## config.mk

```make
export PLATFORM = sky130hd
export DESIGN_NAME = pll_readback
export DESIGN_NICKNAME = d
export VERILOG_FILES = /design/src/rtl/pll_readback.sv
export SDC_FILE = /design/constraint.sdc
export NUM_CORES = 1
export LEC_CHECK = 0
export CAP_MARGIN = 30
export CORE_MARGIN = 1.5
export CORE_UTILIZATION = 54
export DETAILED_ROUTE_END_ITERATION = 10
export HOLD_SLACK_MARGIN = 0.15
export PLACE_DENSITY = 0.82
export SLEW_MARGIN = 25
export SYNTH_ARGS = -nofsm -noshare
export SYNTH_HDL_FRONTEND = slang
export SYNTH_SLANG_ARGS = --single-unit
```

## constraint.sdc

```tcl
create_clock -name clk -period 5.3 [get_ports clk]
set_clock_uncertainty 0.2 [all_clocks]
set_input_delay 1.59 -clock clk [delete_from_list [all_inputs] [get_ports clk]]
set_output_delay 1.59 -clock clk [all_outputs]
set_load 0.05 [all_outputs]
```

## src/rtl/pll_readback.sv

```systemverilog
// -----------------------------------------------------------------------------
// pll_readback
//
// Read-side companion to the PLL control mapper. It brings the asynchronous
// PLL lock output into the clk domain, filters it, and tracks lock acquisition
// time, lock timeouts and lock-loss events. One 32-bit status word is returned
// per read request over a valid/ready handshake.
//
// Parameters:
//   LOCK_FILT     consecutive synchronized-high cycles before lock is accepted (1..15)
//   LOCK_TIMEOUT  ACQ cycles allowed before the timeout flag is set (1..65535)
//
// Ports:
//   clk, rst           block clock, synchronous active-high reset
//   pllen              applied PLL enable (from the control mapper)
//   ratio              applied feedback ratio
//   zdiv0_ratio        applied zdiv0 ratio
//   zdiv1_ratio        applied zdiv1 ratio
//   pll_lock           raw PLL lock, asynchronous to clk
//   rd_req, rd_addr    read request and address
//   rd_ready           consumer accepts rd_data
//   rd_valid           rd_data / rd_err valid
//   rd_data, rd_err    read data, unmapped-address flag
//   pll_locked         high while the FSM is in LOCKED
//   irq                lost_sticky | timeout_flag (only with PLL_READBACK_IRQ_EN)
//
// Optional feature macro: PLL_READBACK_IRQ_EN adds the registered irq output.
//
// Read map:
//   0: {28'b0, lost_sticky, timeout_flag, pll_locked, pllen}  (clears lost_sticky)
//   1: {2'b0, zdiv1_ratio, zdiv0_ratio, ratio}
//   2: {16'b0, lock_time}
//   3: {24'b0, loss_cnt}                                       (clears loss_cnt)
//   4-7: 0 with rd_err=1
// -----------------------------------------------------------------------------
module pll_readback #(
  parameter int unsigned LOCK_FILT    = 4,
  parameter logic [15:0] LOCK_TIMEOUT = 16'd4096
) (
  input  logic        clk,
  input  logic        rst,
  input  logic        pllen,
  input  logic [9:0]  ratio,
  input  logic [9:0]  zdiv0_ratio,
  input  logic [9:0]  zdiv1_ratio,
  input  logic        pll_lock,
  input  logic        rd_req,
  input  logic [2:0]  rd_addr,
  input  logic        rd_ready,
  output logic        rd_valid,
  output logic [31:0] rd_data,
  output logic        rd_err,
  output logic        pll_locked
`ifdef PLL_READBACK_IRQ_EN
  ,
  output logic        irq
`endif
);

  typedef enum logic [1:0] {
    ST_OFF,
    ST_ACQ,
    ST_LOCKED,
    ST_TIMEOUT
  } state_e;

  localparam logic [3:0] FILT_MAX = 4'(LOCK_FILT);

  // ---------------------------------------------------------------------------
  // Lock synchronizer and filter
  // ---------------------------------------------------------------------------
  logic [1:0] sync_q;
  logic [3:0] filt_cnt_q, filt_cnt_d;
  logic       lock_ok_q;
  logic       lock_ok_d;

  // NOTE: always_comb assigns every output first so no path leaves a value
  // unassigned; a missing default here would infer a latch.
  always_comb begin
    filt_cnt_d = '0;
    if (sync_q[1]) begin
      filt_cnt_d = (filt_cnt_q == FILT_MAX) ? filt_cnt_q : filt_cnt_q + 4'd1;
    end
  end

  // lock_ok is registered from the next count so it changes on the same edge
  // the counter reaches (or leaves) LOCK_FILT.
  assign lock_ok_d = (filt_cnt_d == FILT_MAX);

  // NOTE: state is updated with non-blocking assignments only, so every flop
  // in the block samples pre-edge values regardless of statement order.
  always_ff @(posedge clk) begin
    if (rst) begin
      sync_q     <= '0;
      filt_cnt_q <= '0;
      lock_ok_q  <= 1'b0;
    end else begin
      sync_q     <= {sync_q[0], pll_lock};
      filt_cnt_q <= filt_cnt_d;
      lock_ok_q  <= lock_ok_d;
    end
  end

  // ---------------------------------------------------------------------------
  // Read request acceptance and clear-on-read strobes
  // ---------------------------------------------------------------------------
  logic rd_valid_q;
  logic rd_accept;
  logic clr_sticky;
  logic clr_cnt;
  logic loss_event;

  state_e      state_q;
  logic [15:0] lock_time_q;
  logic        timeout_flag_q;
  logic        pll_locked_q;
  logic        lost_sticky_q;
  logic [7:0]  loss_cnt_q;

  assign rd_accept  = rd_req && (!rd_valid_q || rd_ready);
  assign clr_sticky = rd_accept && (rd_addr == 3'd0);
  assign clr_cnt    = rd_accept && (rd_addr == 3'd3);

  // A drop of lock_ok while LOCKED is a loss; pllen low takes priority and is
  // never counted as a loss.
  assign loss_event = pllen && (state_q == ST_LOCKED) && !lock_ok_q;

  // ---------------------------------------------------------------------------
  // Lock FSM with its status registers
  // ---------------------------------------------------------------------------
  always_ff @(posedge clk) begin
    if (rst) begin
      state_q        <= ST_OFF;
      lock_time_q    <= '0;
      timeout_flag_q <= 1'b0;
      pll_locked_q   <= 1'b0;
      lost_sticky_q  <= 1'b0;
      loss_cnt_q     <= '0;
    end else begin
      if (!pllen) begin
        state_q        <= ST_OFF;
        timeout_flag_q <= 1'b0;
        pll_locked_q   <= 1'b0;
      end else begin
        unique case (state_q)
          ST_OFF: begin
            state_q     <= ST_ACQ;
            lock_time_q <= '0;
          end
          ST_ACQ: begin
            if (lock_ok_q) begin
              state_q      <= ST_LOCKED;
              pll_locked_q <= 1'b1;
            end else begin
              if (lock_time_q != 16'hFFFF) lock_time_q <= lock_time_q + 16'd1;
              if (lock_time_q == LOCK_TIMEOUT) begin
                state_q        <= ST_TIMEOUT;
                timeout_flag_q <= 1'b1;
              end
            end
          end
          ST_TIMEOUT: begin
            if (lock_ok_q) begin
              state_q      <= ST_LOCKED;
              pll_locked_q <= 1'b1;
            end
          end
          ST_LOCKED: begin
            if (!lock_ok_q) begin
              state_q      <= ST_ACQ;
              pll_locked_q <= 1'b0;
              lock_time_q  <= '0;
            end
          end
          default: state_q <= ST_OFF;
        endcase
      end

      // A loss event in the same cycle as a clearing read wins over the clear.
      if (loss_event) begin
        lost_sticky_q <= 1'b1;
        if (clr_cnt)                    loss_cnt_q <= 8'd1;
        else if (loss_cnt_q != 8'hFF)   loss_cnt_q <= loss_cnt_q + 8'd1;
      end else begin
        if (clr_sticky) lost_sticky_q <= 1'b0;
        if (clr_cnt)    loss_cnt_q    <= '0;
      end
    end
  end

  // ---------------------------------------------------------------------------
  // Read data path (returns pre-clear values)
  // ---------------------------------------------------------------------------
  logic [31:0] rd_data_q, rd_data_d;
  logic        rd_err_q, rd_err_d;

  always_comb begin
    rd_data_d = '0;
    rd_err_d  = 1'b0;
    unique case (rd_addr)
      3'd0:    rd_data_d = {28'b0, lost_sticky_q, timeout_flag_q, pll_locked_q, pllen};
      3'd1:    rd_data_d = {2'b0, zdiv1_ratio, zdiv0_ratio, ratio};
      3'd2:    rd_data_d = {16'b0, lock_time_q};
      3'd3:    rd_data_d = {24'b0, loss_cnt_q};
      default: rd_err_d  = 1'b1;
    endcase
  end

  always_ff @(posedge clk) begin
    if (rst) begin
      rd_valid_q <= 1'b0;
      rd_data_q  <= '0;
      rd_err_q   <= 1'b0;
    end else if (rd_accept) begin
      rd_valid_q <= 1'b1;
      rd_data_q  <= rd_data_d;
      rd_err_q   <= rd_err_d;
    end else if (rd_ready) begin
      rd_valid_q <= 1'b0;
    end
  end

  assign rd_valid   = rd_valid_q;
  assign rd_data    = rd_data_q;
  assign rd_err     = rd_err_q;
  assign pll_locked = pll_locked_q;

`ifdef PLL_READBACK_IRQ_EN
  logic irq_q;

  always_ff @(posedge clk) begin
    if (rst) irq_q <= 1'b0;
    else     irq_q <= lost_sticky_q | timeout_flag_q;
  end

  assign irq = irq_q;
`endif

endmodule
```

==> impl_metrics.py, run 1 <==
metrics = {
    "place": {
        "pre_cts_slack_ns": 1.33,
        "port_buffers": 71,
        "gp_congestion": 0.913,
        "dp_hpwl_um": 5820,
        "placed_area_mm2": 0.00399,
        "dp.cells": 497,
    },
    "die": {
        "ios": 74,
        "rows": 28,
        "coreArea_mm2": 0.00589,
        "fp.dieH_um": 80.8,
        "die_width_um": 80.8,
        "initial_utilization": 0.555,
        "dieArea_mm2": 0.00653,
    },
    "sta": {
        "min_period_over_period": 0.683,
        "layout_setup_ws_ns": 1.68,
        "tightest_slew_ns": 0.899,
        "rsz0062_at_grt": "no",
        "drv_slew": 0,
        "worst_hold_slack_ns": 0.251,
        "tns_ns": 0,
        "setup_viol": 0,
        "hold_violations": 0,
        "fin_crit_ns": 3.62,
        "max_slew_margin": 0.400,
        "max_clock_freq_mhz": 276,
    },
    "setup_path": {
        "path_max_fanout": 14,
        "slowest_stage": "clkdlybuf4s50_1",
        "worstPathArrival_ns": 3.69,
        "path_class": "input port to register",
        "cp_num_buf_inv": 2,
        "cp_cell_sequence": "clkdlybuf4s50_1 -> nor2b_1 -> buf_4 -> and2_0 -> a22oi_1 -> nor2_1",
        "end_kind": "register",
        "cp-start-kind": "input port",
        "critPathTopFamily": "buffers and inverters",
        "worst_ep_required_time_ns": 5.37,
        "critPathMaxStageDelay_ns": 0.82,
    },
    "cts": {
        "clock_sinks": 68,
        "tritoncts": "built",
        "hold_buffers": 0,
        "clk_latency_ns": 0.34,
        "ctsResizeCount": 0,
        "cts_inserted_buffers": 9,
        "cts_root_buf": "clkbuf_8",
        "path_clk_slew_ns": 0.07,
        "cts_htree_levels": 3,
        "postCtsSetupBuffers": 0,
        "cts_max_path_buffers": 2,
    },
    "logic_synthesis": {
        "synth_edf_count": 0,
        "ys_warn_count": 0,
        "syn_inst": 374,
        "ys_types": 53,
        "synth_seq_area_share": 0.417,
        "ys.flop_type": "dfxtp_1",
        "syn_area_mm2": 0.00327,
        "postSynthAreaPerCell_um2": 8.74,
        "ys_seq_elements": 68,
        "synth-async-reset-ratio": 0,
    },
    "routing": {
        "drc_errors": 0,
        "wl_per_cell_um": 15.9,
        "drt-total-wl_um": 8150,
        "vias_per_cell": 5.89,
        "ant_nets": 0,
        "first_pass_iters": 4,
        "vias": 3014,
        "initialDrtViolationCount": 242,
    },
    "cells_and_area": {
        "area_growth_pct": 27.9,
        "fin_area_mm2": 0.00418,
        "final_core_util": 0.710,
        "nets": 477,
        "layoutNonFillerInstCount": 512,
        "final_layout_size_suffix_gt1_frac": 0.0892,
        "antenna_cells": 0,
    },
    "grt": {
        "grt_max_degree": 36,
        "grt-ovfl-total": 0,
        "groute.usage.overall": 0.256,
        "grt_pass1_vias": 2721,
        "grt_pass1_wl_um": 12800,
        "antenna_found_initial": 0,
    },
    "power_and_ir_drop": {
        "seqPwrFrac": 0.502,
        "p_switching_uw": 252,
        "clockPowerShare": 0.387,
        "p_sw_frac": 0.242,
        "p_total_mw": 1.04,
        "p_leak_nw": 1.41,
        "combPwrFrac": 0.111,
        "power_density_mw_per_mm2": 248,
        "peakVddDrop_v": 0.000154,
        "internal-power_uw": 787,
    },
    "flow_run": {
        "max_cap_violations": 0,
    },
    "run_status": {
        "status": "completed",
    },
    "min_path": {
        "hold_path.class": "register to register",
    },
}
==> final cells by class <==
cell class                 instances  area [µm²]
fill                             488        1710
multi-input combinational        270        1760
clock buffer                      14         183
timing repair buffer              74         741
inverter                          10        37.5
tap                               75        93.8
sequential                        68        1360
clock inverter                     1        5.00
==> placed cells by master, fill, tap and decap left out, types with 8 or more instances in the layout <==
master | Yosys | routed
clkbuf_8 | 0 | 13
nand2_1 | 12 | 12
clkdlybuf4s50_1 | 0 | 70
a22oi_1 | 30 | 30
nand3_1 | 12 | 12
inv_1 | 10 | 10
nor2_1 | 60 | 60
a22o_1 | 12 | 12
nor2b_1 | 8 | 8
nor3_1 | 13 | 13
dfxtp_1 | 68 | 68
a21oi_1 | 20 | 20
==> cells by family (layout without fill, tap and decap cells) <==
| family | Yosys count | count (layout) | share of synthesized area |
|---|---|---|---|
| DFF | 68 | 68 | 0.417 |
| xor gates and xnor gates | 7 | 7 | 0.0188 |
| muxes | 11 | 11 | 0.0505 |
| adders and majority gates | 5 | 5 | 0.0191 |
| other | 1 | 2 | 0.00115 |
| buffers and inverters | 37 | 99 | 0.0486 |
| AOI/OAI and AO/OA | 92 | 92 | 0.202 |
| and+or+nand+nor | 153 | 153 | 0.243 |
==> per-layer routing <==
layer  global-route usage  up-vias  routed length, µm
met3               0.0596       17                538
met5                    0        -                  0
met4                0.124        0                231
li1                     -     1475                  -
met1                0.328     1401               3620
met2                0.408      121               3750
==> power groups by stage <==
stage	Clock [mW]	Combinational [mW]	Sequential, mW
detailed placement	0	0.115	0.532
floorplan	0	0.0505	0.547
global placement	0	0.112	0.532
global route	0.432	0.124	0.521
finish	0.402	0.115	0.521
CTS	0.408	0.116	0.521
==> sequential cells by signal (all words and copies together) (netlist names) <==
name,count
lock_ok_q,1
lock_time_q,16
timeout_flag_q,1
pll_locked,1
lost_sticky_q,1
state_q,2
sync_q,2
filt_cnt_q,4
loss_cnt_q,8
rd_data,30
rd_valid,1
rd_err,1
==> cell usage after synthesis, types with 3 or more instances <==
library cell	count	area (µm²)
dfxtp_1	68	1360
nor2_1	60	225
a22oi_1	30	225
a21oi_1	20	100
clkbuf_1	14	52.6
nor3_1	13	65.1
a22o_1	12	105
nand2_1	12	45.0
nand3_1	12	60.1
inv_1	10	37.5
nand2b_1	8	50.1
nor2b_1	8	50.1
buf_2	7	35.0
nand4_1	7	43.8
xnor2_1	7	61.3
ha_1	5	62.6
nor4_1	5	31.3
o21ai_0	5	25.0
a31oi_1	4	25.0
and2_1	4	25.0
mux2_2	4	45.0
mux4_2	4	90.1
buf_1	3	11.3
buf_4	3	22.5
mux2i_1	3	30.0
nor4b_1	3	26.3
o211ai_1	3	22.5
o21a_1	3	22.5
or3_1	3	18.8
==> worst paths after layout <==
path | start | end | slack (ns) | cells past startpoint
worst max-delay path | rd_addr[0] | rd_data[19] | 1.68 | 6
worst min-delay path | sync_q[0] | sync_q[1] | 0.25 | 1
worst max register to register | lock_time_q[0] | lock_time_q[7] | 2.99 | 6
worst min register to register | sync_q[0] | sync_q[1] | 0.25 | 1
Note: power is estimated with default switching activity, not from simulation.
==> inputs of run 2 (changes only) <==
--- a/config.mk
+++ b/config.mk
@@ -7,10 +7,10 @@
 export LEC_CHECK = 0
 export CAP_MARGIN = 30
 export CORE_MARGIN = 1.5
-export CORE_UTILIZATION = 54
+export CORE_UTILIZATION = 45
 export DETAILED_ROUTE_END_ITERATION = 10
 export HOLD_SLACK_MARGIN = 0.15
-export PLACE_DENSITY = 0.82
+export PLACE_DENSITY = 0.73
 export SLEW_MARGIN = 25
 export SYNTH_ARGS = -nofsm -noshare
 export SYNTH_HDL_FRONTEND = slang
==> constraint.sdc (replaced) <==
create_clock -name clk -period 3.3 [get_ports clk]
set_clock_uncertainty 0.2 [all_clocks]
set_input_delay 0.99 -clock clk [delete_from_list [all_inputs] [get_ports clk]]
set_output_delay 0.99 -clock clk [all_outputs]
set_load 0.05 [all_outputs]
==> impl_metrics.py, run 2 (same netlist as run 1, synthesis figures left out) <==
metrics = {
    "grt": {
        "use_met1": 0.302,
        "met3_usage": 0.0373,
        "grt_pass1_vias": 2889,
        "grt_pass1_wl_um": 13900,
        "groute.usage.overall": 0.230,
        "grt_max_degree": 34,
        "antenna_found_initial": 0,
        "grtUsageMet2": 0.375,
        "grt-ovfl-total": 0,
        "busiest_layer": "met2",
    },
    "power_and_ir_drop": {
        "power_density_mw_per_mm2": 436,
        "peakVddDrop_v": 0.000244,
        "p_leak_nw": 1.46,
    },
    "cts": {
        "cts_inserted_buffers": 9,
        "postCtsSetupBuffers": 0,
        "ctsResizeCount": 0,
        "path_clk_slew_ns": 0.07,
        "cts_max_path_buffers": 2,
        "tritoncts": "built",
        "cts_htree_levels": 3,
        "clk_latency_ns": 0.34,
        "cts_root_buf": "clkbuf_8",
        "clock_sinks": 68,
        "hold_buffers": 0,
    },
    "cells_and_area": {
        "final_layout_size_suffix_gt1_frac": 0.101,
        "fillCellCount": 626,
        "area_growth_pct": 31.5,
        "nets": 483,
        "layout_common_cells": "70 x clkdlybuf4s50_1, 68 x dfxtp_1, 60 x nor2_1",
        "largest_reg_flops": 30,
        "final_common_cell": "clkdlybuf4s50_1",
        "antenna_cells": 0,
    },
    "min_path": {
        "holdPathEnd": "sync_q[1]",
        "worstHoldStart": "sync_q[0]",
        "hold_path.class": "register to register",
        "hold_depth": 1,
    },
    "routing": {
        "drc_errors": 0,
        "drt-total-wl_um": 8460,
        "vias_per_cell": 5.61,
        "wl_per_cell_um": 15.7,
        "initialDrtViolationCount": 294,
        "first_pass_iters": 4,
        "vias": 3027,
        "ant_nets": 0,
    },
    "setup_path": {
        "critPathTopFamily": "buffers and inverters",
        "cp_cell_sequence": "clkdlybuf4s50_1",
        "slowest_stage": "clkdlybuf4s50_1",
        "r2r_start": "lock_time_q[0]",
        "reg2reg_depth": 6,
        "worst_ep_required_time_ns": 2.11,
        "cp-start-kind": "register",
        "worst-path-stages": 1,
        "worstPathArrival_ns": 1.55,
        "cp_num_buf_inv": 1,
        "critPathMaxStageDelay_ns": 0.83,
        "path_class": "register to output pin",
        "regToRegSetupSlack_ns": 0.92,
        "end_kind": "output pin",
        "path_max_fanout": 4,
        "r2r-end": "lock_time_q[9]",
    },
    "sta": {
        "rsz0062_at_grt": "no",
        "tightest_slew_ns": 0.867,
        "setup_viol": 0,
        "worst_hold_slack_ns": 0.253,
        "max_clock_freq_mhz": 365,
        "min_period_over_period": 0.831,
        "drv_slew": 0,
        "fin_crit_ns": 2.74,
        "layout_setup_ws_ns": 0.557,
        "max_slew_margin": 0.421,
        "hold_violations": 0,
        "tns_ns": 0,
    },
    "die": {
        "fp.dieH_um": 88.2,
        "dieArea_mm2": 0.00778,
        "coreArea_mm2": 0.00691,
        "ios": 74,
        "initial_utilization": 0.473,
        "rows": 30,
        "die_width_um": 88.2,
    },
    "run_status": {
        "status": "completed",
    },
    "flow_run": {
        "max_cap_violations": 0,
    },
    "place": {
        "port_buffers": 71,
        "pre_cts_slack_ns": 0.368,
        "dp_hpwl_um": 6010,
        "gp_congestion": 0.928,
    },
}
==> run 2: how the worst max path moves through the flow <==
| stage | from | to |
|---|---|---|
| 5_1_grt | pll_locked | pll_locked |
| 6_report | pll_locked | pll_locked |
| 4_1_cts | pll_locked | pll_locked |
| 2_1_floorplan | rd_addr[0] | rd_data[2] |
| 3_3_place_gp | rd_addr[0] | rd_data[1] |
| 3_5_place_dp | pllen | loss_cnt_q[7] |
==> run 2: where the power goes <==
| group | internal (mW) | switching [mW] | leakage [nW] |
|---|---|---|---|
| Combinational | 0.0862 | 0.104 | 0.787 |
| Sequential | 0.830 | 0.00670 | 0.550 |
| Clock | 0.542 | 0.305 | 0.127 |
==> run 2: per-layer routing <==
metal  part of all wire  up-vias  wire, µm
li1                   -     1486         -
met1               0.46     1418      3850
met2               0.47      112      3980
met3              0.059       11       495
met4              0.015        0       130
met5                  0        -         0
==> run 2: per-stage QoR <==
step / total power [mW] / std cells / utilization / area, µm²
global placement: 1.04 / 524 / 0.586 / 4050
floorplan: 0.960 / 375 / - / 3270
global route: 1.95 / 540 / 0.622 / 4300
CTS: 1.90 / 540 / 0.622 / 4300
finish: 1.87 / 540 / 0.622 / 4300
detailed placement: 1.04 / 524 / 0.586 / 4050
==> run 2: final cells by class <==
cell class              instances  area [µm²]  share of cell area
well taps                      96         120              0.0279
flip-flops and latches         68        1360               0.317
repair buffers                 80         773               0.180
clock inverters                 4        95.1              0.0221
clock buffers                  12         155              0.0361
multi-input cells             270        1760               0.409
inverters                      10        37.5             0.00873
